File: src/rtl/posit_decode.sv
// Sequential posit<32,3> unpacker: sign, regime k, exponent and normalised mantissa.
// Define POSIT_DECODE_LZC_EN to replace the serial regime scan with a one-cycle priority encoder.
module posit_decode (
    input  logic        clk,
    input  logic        rst_n,
    input  logic        start,
    input  logic [31:0] posit_in,
    output logic        sign_out,
    output logic [5:0]  k_out,
    output logic [2:0]  exp_out,
    output logic [31:0] mantissa_out,
    output logic        zero_flag,
    output logic        nar_flag,
    output logic        busy,
    output logic        done
);
    localparam int unsigned PW      = 32;
    localparam int unsigned BW      = PW - 1;
    localparam int unsigned KW      = 6;
    localparam int unsigned EW      = 3;
    localparam int unsigned CW      = 5;
    localparam int unsigned RUN_MAX = 31;

    typedef enum logic [1:0] {IDLE, SCAN, EXTRACT, DONE} state_t;

    state_t          state, state_nxt;
    logic [BW-1:0]   sh, sh_nxt, body;
    logic [CW-1:0]   m, m_nxt;
    logic            r0, r0_nxt;
    logic            sign_nxt, zero_nxt, nar_nxt;
    logic [KW-1:0]   k_nxt, m_ext;
    logic [EW-1:0]   exp_nxt;
    logic [PW-1:0]   mant_nxt;

    assign body  = BW'(posit_in[PW-1] ? -posit_in : posit_in);
    assign m_ext = KW'(m);

`ifdef POSIT_DECODE_LZC_EN
    logic [CW-1:0] cnt, run_m;
    logic [BW-1:0] run_sh;
    logic          stop;

    // Leading-run length over body[29:0] (held in sh[30:1]) matching r0.
    always_comb begin
        cnt  = '0;
        stop = 1'b0;
        for (int i = BW - 1; i >= 1; i--) begin
            if (!stop && (sh[i] == r0)) cnt = cnt + CW'(1);
            else                        stop = 1'b1;
        end
        run_m  = cnt + CW'(1);
        run_sh = (run_m == CW'(RUN_MAX)) ? '0 : (sh << run_m);
    end
`endif

    always_comb begin
        state_nxt = state;
        sh_nxt    = sh;
        m_nxt     = m;
        r0_nxt    = r0;
        sign_nxt  = sign_out;
        zero_nxt  = zero_flag;
        nar_nxt   = nar_flag;
        k_nxt     = k_out;
        exp_nxt   = exp_out;
        mant_nxt  = mantissa_out;
        case (state)
            IDLE: begin
                if (start) begin
                    if (posit_in == '0) begin
                        zero_nxt  = 1'b1;
                        nar_nxt   = 1'b0;
                        sign_nxt  = 1'b0;
                        k_nxt     = '0;
                        exp_nxt   = '0;
                        mant_nxt  = '0;
                        state_nxt = DONE;
                    end else if (posit_in == {1'b1, {BW{1'b0}}}) begin
                        zero_nxt  = 1'b0;
                        nar_nxt   = 1'b1;
                        sign_nxt  = 1'b0;
                        k_nxt     = '0;
                        exp_nxt   = '0;
                        mant_nxt  = '0;
                        state_nxt = DONE;
                    end else begin
                        sign_nxt  = posit_in[PW-1];
                        r0_nxt    = body[BW-1];
                        sh_nxt    = body << 1;
                        m_nxt     = CW'(1);
                        zero_nxt  = 1'b0;
                        nar_nxt   = 1'b0;
                        state_nxt = SCAN;
                    end
                end
            end
            SCAN: begin
`ifdef POSIT_DECODE_LZC_EN
                m_nxt     = run_m;
                sh_nxt    = run_sh;
                state_nxt = EXTRACT;
`else
                // One regime bit per cycle; the terminator is consumed on exit.
                if (m == CW'(RUN_MAX)) begin
                    state_nxt = EXTRACT;
                end else if (sh[BW-1] == r0) begin
                    m_nxt  = m + CW'(1);
                    sh_nxt = sh << 1;
                end else begin
                    sh_nxt    = sh << 1;
                    state_nxt = EXTRACT;
                end
`endif
            end
            EXTRACT: begin
                k_nxt     = r0 ? (m_ext - KW'(1)) : (KW'(0) - m_ext);
                exp_nxt   = sh[BW-1 -: EW];
                mant_nxt  = {1'b1, sh[BW-EW-1:0], 3'b000};
                state_nxt = DONE;
            end
            DONE: begin
                if (!start) state_nxt = IDLE;
            end
            default: state_nxt = IDLE;
        endcase
    end

    always_ff @(posedge clk or negedge rst_n) begin
        if (!rst_n) begin
            state        <= IDLE;
            sh           <= '0;
            m            <= '0;
            r0           <= 1'b0;
            sign_out     <= 1'b0;
            k_out        <= '0;
            exp_out      <= '0;
            mantissa_out <= '0;
            zero_flag    <= 1'b0;
            nar_flag     <= 1'b0;
            busy         <= 1'b0;
            done         <= 1'b0;
        end else begin
            state        <= state_nxt;
            sh           <= sh_nxt;
            m            <= m_nxt;
            r0           <= r0_nxt;
            sign_out     <= sign_nxt;
            k_out        <= k_nxt;
            exp_out      <= exp_nxt;
            mantissa_out <= mant_nxt;
            zero_flag    <= zero_nxt;
            nar_flag     <= nar_nxt;
            busy         <= (state_nxt == SCAN) || (state_nxt == EXTRACT);
            done         <= (state_nxt == DONE);
        end
    end
endmodule

File: config.mk
export PLATFORM = sky130hd
export DESIGN_NAME = posit_decode
export DESIGN_NICKNAME = d
export VERILOG_FILES = /design/src/rtl/posit_decode.sv
export SDC_FILE = /design/constraint.sdc
export NUM_CORES = 1
export LEC_CHECK = 0
export ABC_AREA = 0
export CAP_MARGIN = 20
export CORE_MARGIN = 4
export CORE_UTILIZATION = 47
export CTS_CLUSTER_SIZE = 30
export DETAILED_ROUTE_END_ITERATION = 7
export PLACE_DENSITY = 0.81
export SETUP_SLACK_MARGIN = 0.3
export SKIP_CTS_REPAIR_TIMING = 1
export SLEW_MARGIN = 20
export SYNTH_ARGS = -nofsm -noshare
export SYNTH_HDL_FRONTEND = slang
export SYNTH_SLANG_ARGS = --single-unit
File: constraint.sdc
create_clock -name clk -period 1.95 [get_ports clk]
set_input_delay 0.39 -clock clk [delete_from_list [all_inputs] [get_ports clk]]
set_output_delay 0.39 -clock clk [all_outputs]
set_load 0.02 [all_outputs]
==> flow_summary.json <==
{
  "outcome": "finished, violations left",
  "violations": "hold timing, setup timing",
  "cts_htree_levels": 3,
  "ys_warn_count": 0,
  "finalMaxSlewViolations": 0,
  "setup_viol": 69,
  "worst_path_most_repeated_cell": "buf_4",
  "die_width_um": 103,
  "critPathKind": "in -> reg",
  "maxCapViolations": 0,
  "syn_area_per_cell_um2": 10.1,
  "dpl.hpwl_um": 8400,
  "clk_pin_slew_worst_paths_ns": 0.10,
  "drt_iter0_drc": 356,
  "layout-drive-gt1-share": 0.356,
  "r2r.worst_path.cells": 8,
  "viasPerCell": 6.12,
  "worst_pin_slew_ns": 0.737,
  "critPathSlowestCell": "or4_4",
  "critPathCaptureType": "flip-flop",
  "grt_max_degree": 39,
  "syn_to_final_growth_pct": 60.6,
  "rows": 34,
  "netlist_area_mm2": 0.00422,
  "die_y_um": 103,
  "layout_commonest_cell": "dfrtp_1",
  "min_period_ns": 2.26,
  "crit_chain": "buf_6 -> nor4_4 -> buf_4 -> nand4_1 -> buf_4 -> or4_4 -> a21oi_4 -> clkbuf_16 -> nor3_4 -> a211oi_2",
  "tns_ns": -13.60,
  "synthCells": 419,
  "wirelength_um": 15100,
  "antenna_found_initial": 0,
  "dieArea_mm2": 0.0106,
  "timing.fmax_mhz": 443,
  "async_flop_share": 1.00,
  "gp_congestion": 0.896,
  "cts_tree": "done",
  "antenna_cells": 0,
  "skew_ns": 0.0217,
  "ys_seq_area_frac": 0.474,
  "hp-class": "in -> async",
  "worst_hold_slack_ns": -0.0253,
  "synth_top_cell_by_area": "dfrtp_1",
  "crit_path_start_kind": "input pin",
  "grt_pass1_wl_um": 18500,
  "detail-route-antenna-nets": 0,
  "pre_cts_slack_ns": -0.932,
  "overflow": 0,
  "cts_sinks": 80,
  "final_hold_viol_count": 35,
  "grt_setup_unrepaired": "true",
  "peakVddDrop_v": 0.000762,
  "synth_ff_type": "dfrtp_1",
  "cts_buffer_depth": 2,
  "io_buffers": 76,
  "nets": 619,
  "worst_slack_ns": -0.306,
  "min_period_over_period": 1.16,
  "clock_latency_ns": 0.38,
  "crit_fanout": 4,
  "synth_top_area_share": 0.474,
  "ys_types": 49,
  "dp_cells": 647,
  "coreArea_mm2": 0.00872,
  "dr.pass1.iters": 4,
  "synth.area.top_cells": "dfrtp_1, a22o_1, xnor2_1",
  "synth_edf_count": 0,
  "grt_pass1_vias": 3736,
  "p_leak_uw": 0.00361,
  "avgRoutedWirePerCell_um": 21.9,
  "numCtsBuffers": 9,
  "drc_errors": 0,
  "io_pins": 81,
  "cpPeakStageDelay_ns": 0.54,
  "relSlewSlack": 0.506,
  "fin_cells": 690,
  "grt_usage": 0.222,
  "ys_ff_latch": 80,
  "cts-root-buf": "clkbuf_8",
  "powerDensity_mw_per_mm2": 1570,
  "final_cell_mix": "dfrtp_1, buf_4, dlymetal6s2s_1",
  "initial_core_util": 0.484,
  "arrival_ns": 2.53,
  "vias": 4224,
  "required_ns": 2.23,
  "fin_util": 0.778
}
[Yosys cell counts (all sizes together), types with 7 or more instances]
library cell and instances:
mux2i 9, a21oi 17, nand2 44, xnor2 19, clkbuf 15, nor2 30
nor3 16, o31ai 9, nor4 8, dfrtp 80, inv 8, a211oi 7
o21ai 38, o41ai 7, xor2 18, ha 7, a22o 36, buf 15
[power by group]
part	internal [uW]	total, uW	switching (uW)
registers	2420	3140	719
logic	2920	6090	3170
clock network	728	1400	673
[stage by stage]
stage	instance area, um^2	hold slack (ns)	power [uW]
finish	6780	-0.0253	10600
global route	6780	0.0212	11100
CTS	5860	0.00166	9000
global placement	5640	0.385	7390
floorplan	4310	0.0944	5760
detailed placement	5640	0.392	7580
[final cells by class]
| class | instances | area, um^2 |
|---|---|---|
| multi-input combinational | 304 | 2490 |
| sequential | 80 | 2000 |
| fill | 479 | 1940 |
| timing repair buffer | 174 | 1890 |
| tap | 108 | 135 |
| clock buffer | 10 | 128 |
| clock inverter | 6 | 92.6 |
| inverter | 8 | 45.0 |
[worst paths after layout]
kind                       slack [ns]                           end                    startpoint
hold reg to reg                  0.49  mantissa_out[20]$_DFFE_PN0P_  mantissa_out[20]$_DFFE_PN0P_
setup / recovery                -0.31            sh[25]$_DFFE_PN0P_                  posit_in[17]
hold / removal                  -0.03          k_out[0]$_DFFE_PN0P_                         rst_n
setup reg to reg                -0.07             sh[1]$_DFFE_PN0P_              m[1]$_DFFE_PN0P_
max in group asynchronous        1.38   mantissa_out[9]$_DFFE_PN0P_                         rst_n
min in group clk                 0.36             sh[1]$_DFFE_PN0P_                   posit_in[0]
[routing by layer]
metal  vias to the layer above  wire length [um]  track usage  share of wire
met5                         -                 0            0              0
met4                         0               558        0.108          0.037
met3                        58              1050       0.0277          0.069
met2                       203              7600        0.350           0.50
met1                      2132              5890        0.305           0.39
li1                       1831                 -            -              -
[critical path: cells and delay by family]
family,cells,cell delay (ns)
buffers and inverters,4,0.66
and+or+nand+nor,4,0.96
AOI/OAI and AO/OA,2,0.51
[registers in the layout, summed over array words and instances (netlist names), named ones only]
register	cells
k_out	6
state	1
mantissa_out	28
busy	1
exp_out	3
sign_out	1
nar_flag	1
sh	30
zero_flag	1
r0	1
done	1
m	5
[logic make-up (layout without fill, tap and decap cells)]
logic type,Yosys count,count (layout),synth area share
AOI/OAI and AO/OA,125,125,0.214
and+or+nand+nor,122,122,0.145
DFF,80,80,0.474
buffers and inverters,38,198,0.0477
xor gates and xnor gates,37,37,0.0767
muxes,9,9,0.0213
adders and majority gates,7,7,0.0207
other,1,4,0.000888
(Power assumes the default switching activity.)
